`config.mk`:
```
export PLATFORM = sky130hd
export DESIGN_NAME = game_stats_flat
export DESIGN_NICKNAME = d
export VERILOG_FILES = /design/src/rtl/game_stats_if.sv /design/src/rtl/game_stats.sv /design/src/flat_wrapper.sv
export SDC_FILE = /design/constraint.sdc
export NUM_CORES = 1
export LEC_CHECK = 0
export BUFFER_PORTS_ARGS = -buffer_cell sky130_fd_sc_hd__buf_2
export CAP_MARGIN = 20
export CORE_MARGIN = 3
export CORE_UTILIZATION = 55
export DETAILED_ROUTE_END_ITERATION = 6
export PLACE_DENSITY = 0.77
export SETUP_SLACK_MARGIN = 0.15
export SLEW_MARGIN = 20
export SYNTH_ARGS = -nofsm -noshare
export SYNTH_HDL_FRONTEND = slang
export SYNTH_SLANG_ARGS = --single-unit
```
`constraint.sdc`:
```
create_clock -name clk -period 2.6 [get_ports clk]
set_clock_uncertainty 0.15 [all_clocks]
set_input_delay 0.26 -clock clk [delete_from_list [all_inputs] [get_ports clk]]
set_output_delay 0.26 -clock clk [all_outputs]
set_load 0.01 [all_outputs]
```
`src/rtl/game_stats_if.sv`:
```
// Event and display bundle between the playfield logic and game_stats.
// master: playfield/control side that raises events and reads the displays.
// slave:  game_stats itself.
interface game_stats_if;
  logic       tick;
  logic       start;
  logic       invader_hit;
  logic       player_hit;
  logic       invaders_landed;
  logic [3:0] lives;
  logic [6:0] score;
  logic       playing;
  logic       invuln;
  logic       game_over;

  modport master (
    output tick, start, invader_hit, player_hit, invaders_landed,
    input  lives, score, playing, invuln, game_over
  );

  modport slave (
    input  tick, start, invader_hit, player_hit, invaders_landed,
    output lives, score, playing, invuln, game_over
  );
endinterface

```
`src/rtl/game_stats.sv`:
```
// Game-state and scoring stage: play/invulnerability/game-over FSM with
// saturating lives and score that feed the segment displays directly.
// Optional bonus life per game: define GAME_STATS_EXTRA_LIFE_EN.
module game_stats #(
  parameter int unsigned START_LIVES      = 3,
  parameter int unsigned MAX_SCORE        = 99,
  parameter int unsigned INVADER_POINTS   = 1,
  parameter int unsigned INVULN_TICKS     = 100,
  parameter int unsigned EXTRA_LIFE_SCORE = 50
) (
  input logic         clk,
  input logic         arst_n,
  game_stats_if.slave bus
);

  // A zero-length invulnerability window still lasts one tick.
  localparam int unsigned LoadTicks = (INVULN_TICKS == 0) ? 1 : INVULN_TICKS;
  localparam int unsigned CntW      = $clog2(LoadTicks + 1);

  localparam logic [CntW-1:0] CntLoad   = CntW'(LoadTicks);
  localparam logic [CntW-1:0] CntOne    = CntW'(1);
  localparam logic [7:0]      MaxScore8 = 8'(MAX_SCORE);
  localparam logic [7:0]      Points8   = 8'(INVADER_POINTS);
  localparam logic [7:0]      Bonus8    = 8'(EXTRA_LIFE_SCORE);
  localparam logic [3:0]      LivesInit = 4'(START_LIVES);
  localparam logic [3:0]      LivesMax  = 4'd9;

  typedef enum logic [1:0] {StIdle, StPlay, StInvuln, StOver} state_e;

  state_e          state_q, state_d;
  logic [3:0]      lives_q, lives_d;
  logic [6:0]      score_q, score_d;
  logic [CntW-1:0] cnt_q, cnt_d;
  logic            awarded_q, awarded_d;
  logic            start_q;
  logic            playing_q, invuln_q, game_over_q;

  logic       start_pulse;
  logic [7:0] score_sum;
  logic [6:0] score_inc;
  logic       bonus;

  // Next-state: event rules applied in order score, bonus, then life loss.
  always_comb begin
    state_d   = state_q;
    lives_d   = lives_q;
    score_d   = score_q;
    cnt_d     = cnt_q;
    awarded_d = awarded_q;
    bonus     = 1'b0;

    start_pulse = bus.start & ~start_q;
    // Wide sum so a large INVADER_POINTS cannot wrap before saturation.
    score_sum   = {1'b0, score_q} + Points8;
    score_inc   = (score_sum > MaxScore8) ? MaxScore8[6:0] : score_sum[6:0];

    unique case (state_q)
      StIdle, StOver: begin
        if (start_pulse) begin
          state_d   = StPlay;
          lives_d   = LivesInit;
          score_d   = '0;
          cnt_d     = '0;
          awarded_d = 1'b0;
        end
      end
      StPlay, StInvuln: begin
        if (bus.invader_hit) score_d = score_inc;
`ifdef GAME_STATS_EXTRA_LIFE_EN
        bonus = ~awarded_q & ({1'b0, score_q} < Bonus8) & ({1'b0, score_d} >= Bonus8);
        if (bonus) awarded_d = 1'b1;
`endif
        if (bus.invaders_landed) begin
          lives_d = '0;
          cnt_d   = '0;
          state_d = StOver;
        end else if (bus.player_hit && (state_q == StPlay)) begin
          if (bonus) begin
            // Bonus and hit cancel; the hit still grants invulnerability.
            state_d = StInvuln;
            cnt_d   = CntLoad;
          end else if (lives_q > 4'd1) begin
            lives_d = lives_q - 4'd1;
            state_d = StInvuln;
            cnt_d   = CntLoad;
          end else begin
            lives_d = '0;
            state_d = StOver;
          end
        end else begin
          if (bonus && (lives_q < LivesMax)) lives_d = lives_q + 4'd1;
          if ((state_q == StInvuln) && bus.tick) begin
            cnt_d = cnt_q - CntOne;
            if (cnt_q == CntOne) state_d = StPlay;
          end
        end
      end
      default: state_d = StIdle;
    endcase
  end

  // State and registered status flags; start_q resets high to ignore a held button.
  always_ff @(posedge clk or negedge arst_n) begin
    if (!arst_n) begin
      state_q     <= StIdle;
      lives_q     <= LivesInit;
      score_q     <= '0;
      cnt_q       <= '0;
      awarded_q   <= 1'b0;
      start_q     <= 1'b1;
      playing_q   <= 1'b0;
      invuln_q    <= 1'b0;
      game_over_q <= 1'b0;
    end else begin
      state_q     <= state_d;
      lives_q     <= lives_d;
      score_q     <= score_d;
      cnt_q       <= cnt_d;
      awarded_q   <= awarded_d;
      start_q     <= bus.start;
      playing_q   <= (state_d == StPlay) || (state_d == StInvuln);
      invuln_q    <= (state_d == StInvuln);
      game_over_q <= (state_d == StOver);
    end
  end

  assign bus.lives     = lives_q;
  assign bus.score     = score_q;
  assign bus.playing   = playing_q;
  assign bus.invuln    = invuln_q;
  assign bus.game_over = game_over_q;

endmodule

```
`src/flat_wrapper.sv`:
```
// flat-port wrapper written by rule: the top's interface ports become plain ports
module game_stats_flat 
#(
  parameter int unsigned START_LIVES      = 3,
  parameter int unsigned MAX_SCORE        = 99,
  parameter int unsigned INVADER_POINTS   = 1,
  parameter int unsigned INVULN_TICKS     = 100,
  parameter int unsigned EXTRA_LIFE_SCORE = 50
)
  (clk, arst_n, bus_tick, bus_start, bus_invader_hit, bus_player_hit, bus_invaders_landed, bus_lives, bus_score, bus_playing, bus_invuln, bus_game_over);
  game_stats_if bus_i ();
  input logic clk;
  input logic arst_n;
  input wire logic [$bits(bus_i.tick)-1:0] bus_tick;
  input wire logic [$bits(bus_i.start)-1:0] bus_start;
  input wire logic [$bits(bus_i.invader_hit)-1:0] bus_invader_hit;
  input wire logic [$bits(bus_i.player_hit)-1:0] bus_player_hit;
  input wire logic [$bits(bus_i.invaders_landed)-1:0] bus_invaders_landed;
  output wire logic [$bits(bus_i.lives)-1:0] bus_lives;
  output wire logic [$bits(bus_i.score)-1:0] bus_score;
  output wire logic [$bits(bus_i.playing)-1:0] bus_playing;
  output wire logic [$bits(bus_i.invuln)-1:0] bus_invuln;
  output wire logic [$bits(bus_i.game_over)-1:0] bus_game_over;
  assign bus_i.tick = bus_tick;
  assign bus_i.start = bus_start;
  assign bus_i.invader_hit = bus_invader_hit;
  assign bus_i.player_hit = bus_player_hit;
  assign bus_i.invaders_landed = bus_invaders_landed;
  assign bus_lives = bus_i.lives;
  assign bus_score = bus_i.score;
  assign bus_playing = bus_i.playing;
  assign bus_invuln = bus_i.invuln;
  assign bus_game_over = bus_i.game_over;
  game_stats #(.START_LIVES(START_LIVES), .MAX_SCORE(MAX_SCORE), .INVADER_POINTS(INVADER_POINTS), .INVULN_TICKS(INVULN_TICKS), .EXTRA_LIFE_SCORE(EXTRA_LIFE_SCORE)) u_core (.clk(clk), .arst_n(arst_n), .bus(bus_i));
endmodule
```
==> summary.txt <==
Layout
  – Synth-to-layout area growth: 13.1%
  – Fin util: 66.1%
  – Fraction of layout instances using a drive strength above 1: between 20% and 30%
  – Diodes inserted: 0
  – Fill cell count: 206
  – Number of nets in the final layout: between 200 and 250

Synthesis
  – Mean instance size in the synthesized netlist: 9.19 um^2
  – Post-synthesis cell count: roughly 160
  – Post-Synthesis Cell Area: roughly 1500 um^2
  – Number of unique standard cell types used by synthesis: 44
  – Number of synthesized flops with an enable pin: 0
  – Share of synthesized registers carrying an async set or reset: 100%
  – Area contributors post-synth: sky130_fd_sc_hd__dfrtp_1 (36%), sky130_fd_sc_hd__ha_1 (8.6%), sky130_fd_sc_hd__dfstp_2 (5.4%), sky130_fd_sc_hd__nor2_1 (4.1%), sky130_fd_sc_hd__nand2_1 (3.9%)
  – Fraction of post-synthesis cell area in the top cell type by area: between 30% and 40%
  – Cell type with the largest total area after synthesis: sky130_fd_sc_hd__dfrtp_1
  – Yosys Warn Count: 0
  – Number of synthesized register bits: 24
  – Sequential area share after synthesis: roughly two fifths
  – Nets in the synthesized netlist: around 180
  – Main flop type after synthesis: sky130_fd_sc_hd__dfrtp_1

Floorplanning
  – Number of rows created at floorplan: 18
  – DIE AREA: between 3000 and 4000 um^2
  – Die span in y: 57.5 um
  – Overall die width: 57.5 um
  – Initial standard-cell utilization of the core: 58.5%
  – Number of placed I/O pins: 21
  – Core Footprint: 2500 um^2

STA
  – Fmax achieved: ~440 MHz
  – Setup repair after global routing missed its margin: no
  – Relative max-transition margin: between 50% and 60%
  – Final worst-path cycle share: roughly 88%
  – Max-slew violation total from the final report: 0
  – Final hold violation count: 0
  – Transition at the pin with the smallest max-transition slack: 0.680 ns
  – Period minus WS final: around 2.3 ns
  – Final-layout setup total negative slack: 0 ns
  – Setup violations, final: 0

Setup path
  – Worst reg2reg endpoint: u_core.bus.score[2]
  – Worst setup path category: reg2reg
  – CP endpoint kind: register
  – Category of the worst setup path launch point: register
  – Slowest cell on the critical path: sky130_fd_sc_hd__dfrtp_1
  – Number of buffer and inverter stages on the critical path: 0
  – Family with the most delay on the worst path: simple AND/OR/NAND/NOR gates
  – Startpoint of the worst setup timing path: u_core.bus.score[0]
  – Data arrival time of the worst path: approximately 2.4 ns
  – R2r worst-path depth: 6
  – Startpoint of the worst-slack reg-to-reg timing path: u_core.bus.score[0]
  – Worst Path Required: roughly 2.7 ns
  – CP cell instances: ha_1 > and2_1 > a211oi_1 > and4bb_4 > and2_4 > a221o_1
  – Maximum fanout along the worst path: 7
  – Critical path's largest stage delay: between 0.4 and 0.5 ns
  – Setup slack of the worst register-to-register path: 0.31 ns

GRT
  – Overall overflow remaining after global route: 0
  – Total GRT Usage: between 20% and 30%
  – Number of antenna violations at the first check in global routing: 0
  – Number of global-route vias before repair: between 1000 and 1500
  – Maximum number of pins on one net before global-route repair: 25
  – First-pass GRT wire length: ~5400 um

Drt
  – Antenna viol nets, final: 0
  – Routed WL: 3020 um
  – DRC violations left: 0
  – Vias after detailed routing: approximately 1300
  – Starting DRC count in detailed routing: 76
  – Average vias per placed instance: 5.99
  – Detail-routed net length per standard cell: about 14 um
  – Detailed Routing Iterations Pass 1: 4

Power and ir drop
  – Combinational power share: 55.7%
  – Relative contribution of sequential cells to total power: around 34%
  – Switching power: 0.831 mW
  – PD cells: roughly 1100 nW/um^2
  – Worst-case vdd ir drop: slightly above 0.7 mV
  – Part of the total power dissipated in the clock network: approximately a tenth
  – Switching Share: between 40% and 50%
  – Leakage power total: approximately 0.8 nW
  – Internal power summed over all cells: about 1.1 mW

CTS
  – CTS tree: done
  – Number of levels in the clock H-tree: 1
  – Largest buffer count on any clock path: 2
  – CTS sink cnt: 24
  – Clock edge transition at the registers on the reported setup and hold paths: about 0.13 ns
  – Total CTS buffers: 3
  – Root Buffer: sky130_fd_sc_hd__clkbuf_4
  – Clock latency on the worst-skew pair: approximately 0.31 ns

Worst hold path
  – WHS Endpoint: u_core.bus.lives[1]
  – Hold Crit Depth: 3
  – Worst min-delay path startpoint: bus_invaders_landed
  – Type of the tightest min-delay check: in2reg

Placement
  – Final weighted congestion in routability-driven placement: 0.952
  – Sum of net half-perimeters after detailed placement: about 2300 um
  – IO buf count: 20

Status
  – Outcome: finished, final reports clean

Job
  – Max-Cap Viols: 0
-- metrics by stage --
stage | instances | instance area (um^2) | hold slack (ns) | setup slack [ns] | power [mW]
2_1_floorplan | 159 | 1460 | -0.186 | 0.474 | 1.41
3_3_place_gp | 207 | 1600 | 0.115 | 0.344 | 1.63
3_5_place_dp | 207 | 1600 | 0.121 | 0.257 | 1.70
4_1_cts | 213 | 1650 | 0.144 | 0.232 | 1.90
5_1_grt | 213 | 1650 | 0.181 | 0.166 | 2.08
6_report | 213 | 1650 | 0.154 | 0.309 | 1.89
-- cells by family (layout without fill, tap and decap cells) --
kind of cell | count (synthesis) | count (layout) | share of synthesized area [%]
AOI/OAI and AO/OA | 45 | 45 | 22.3
adders and majority gates | 10 | 10 | 8.56
muxes | 1 | 1 | 0.770
DFF | 24 | 24 | 41.4
and+or+nand+nor | 65 | 65 | 23.2
buffers and inverters | 14 | 38 | 3.77
-- cell usage after synthesis, types with 2 or more instances --
master	instances
sky130_fd_sc_hd__nand3_1	4
sky130_fd_sc_hd__a21oi_1	7
sky130_fd_sc_hd__o21ai_0	11
sky130_fd_sc_hd__o22a_1	6
sky130_fd_sc_hd__a31oi_1	3
sky130_fd_sc_hd__nand2b_1	3
sky130_fd_sc_hd__a211oi_1	2
sky130_fd_sc_hd__dfrtp_1	21
sky130_fd_sc_hd__and2_1	3
sky130_fd_sc_hd__clkbuf_1	2
sky130_fd_sc_hd__nor3_1	7
sky130_fd_sc_hd__dfstp_2	3
sky130_fd_sc_hd__nor2b_1	2
sky130_fd_sc_hd__nor2_1	16
sky130_fd_sc_hd__o31a_1	2
sky130_fd_sc_hd__nand2_1	15
sky130_fd_sc_hd__ha_1	10
sky130_fd_sc_hd__nor3b_1	2
sky130_fd_sc_hd__inv_1	10
sky130_fd_sc_hd__or3_1	3
sky130_fd_sc_hd__buf_2	2
sky130_fd_sc_hd__a22o_1	2
sky130_fd_sc_hd__and2_4	2
-- metal layers --
| metal | track usage [%] | vias up | wire [um] |
|---|---|---|---|
| li1 | - | 623 | - |
| met1 | 24.4 | 600 | 1250 |
| met2 | 36.8 | 40 | 1540 |
| met3 | 2.26 | 13 | 125 |
| met4 | 10.9 | 0 | 104 |
| met5 | 0 | - | 0 |
-- cells in the final DEF, fill, tap and decap left out, drive strengths merged, types with 2 or more instances in the layout --
| cell type | count |
|---|---|
| o22a | 6 |
| or2 | 2 |
| nand3 | 4 |
| nor2b | 2 |
| a211oi | 2 |
| buf | 22 |
| o31ai | 2 |
| o21ai | 11 |
| clkbuf | 4 |
| dfrtp | 21 |
| nand2 | 15 |
| or3 | 3 |
| a21boi | 2 |
| a21oi | 7 |
| and2 | 5 |
| ha | 10 |
| a31oi | 3 |
| o31a | 2 |
| inv | 10 |
| dlygate4sd3 | 2 |
| a22o | 3 |
| dfstp | 3 |
| nor2 | 16 |
| nor3b | 2 |
| nand2b | 3 |
| nor3 | 7 |
-- flip-flops by register name, indices dropped and copies added, names as in the netlist --
register	flops
u_core.bus.invuln	1
u_core.state_q	2
u_core.bus.game_over	1
u_core.cnt_q	7
u_core.bus.score	7
u_core.bus.lives	4
u_core.start_q	1
u_core.bus.playing	1
-- area by class of cell --
type / count / area, um^2 / share of cell area (%)
Timing Repair Buffer: 24 / 135 / 8.18
Clock buffer: 4 / 36.3 / 2.20
Sequential cell: 24 / 604 / 36.6
Tap cell: 30 / 37.5 / 2.27
Multi-Input combinational cell: 121 / 802 / 48.5
Inverter: 10 / 37.5 / 2.27
-- tightest hold or removal path, stage by stage --
cell	delay (ns)
sky130_fd_sc_hd__buf_2	0.12
sky130_fd_sc_hd__nor3_1	0.06
sky130_fd_sc_hd__o22a_1	0.18
-- power groups by stage --
stage	logic, mW	clock network [mW]	registers, mW
global placement	0.995	0	0.637
global route	1.20	0.213	0.665
floorplan	0.752	0	0.658
detailed placement	1.05	0	0.648
finish	1.05	0.195	0.643
CTS	1.06	0.203	0.640
-- repair_timing --
action / CTS / global route
endpoints found under the hold margin: 22 / 0
hold buffers: 2 / 0
setup buffers: 0 / 0
gates resized for setup: 0 / 1
setup endpoints to repair: 0 / 7
-- how the worst max path moves through the flow --
stage,end,slack (ns),cells past startpoint
final,u_core.bus.score[2],0.31,6
after global routing,u_core.cnt_q[3],0.17,6
after CTS,u_core.bus.playing,0.23,6
after detailed placement,u_core.bus.playing,0.26,6
after global placement,u_core.cnt_q[0],0.34,6
after floorplan,u_core.bus.score[2],0.47,6
(Power assumes the default switching activity.)
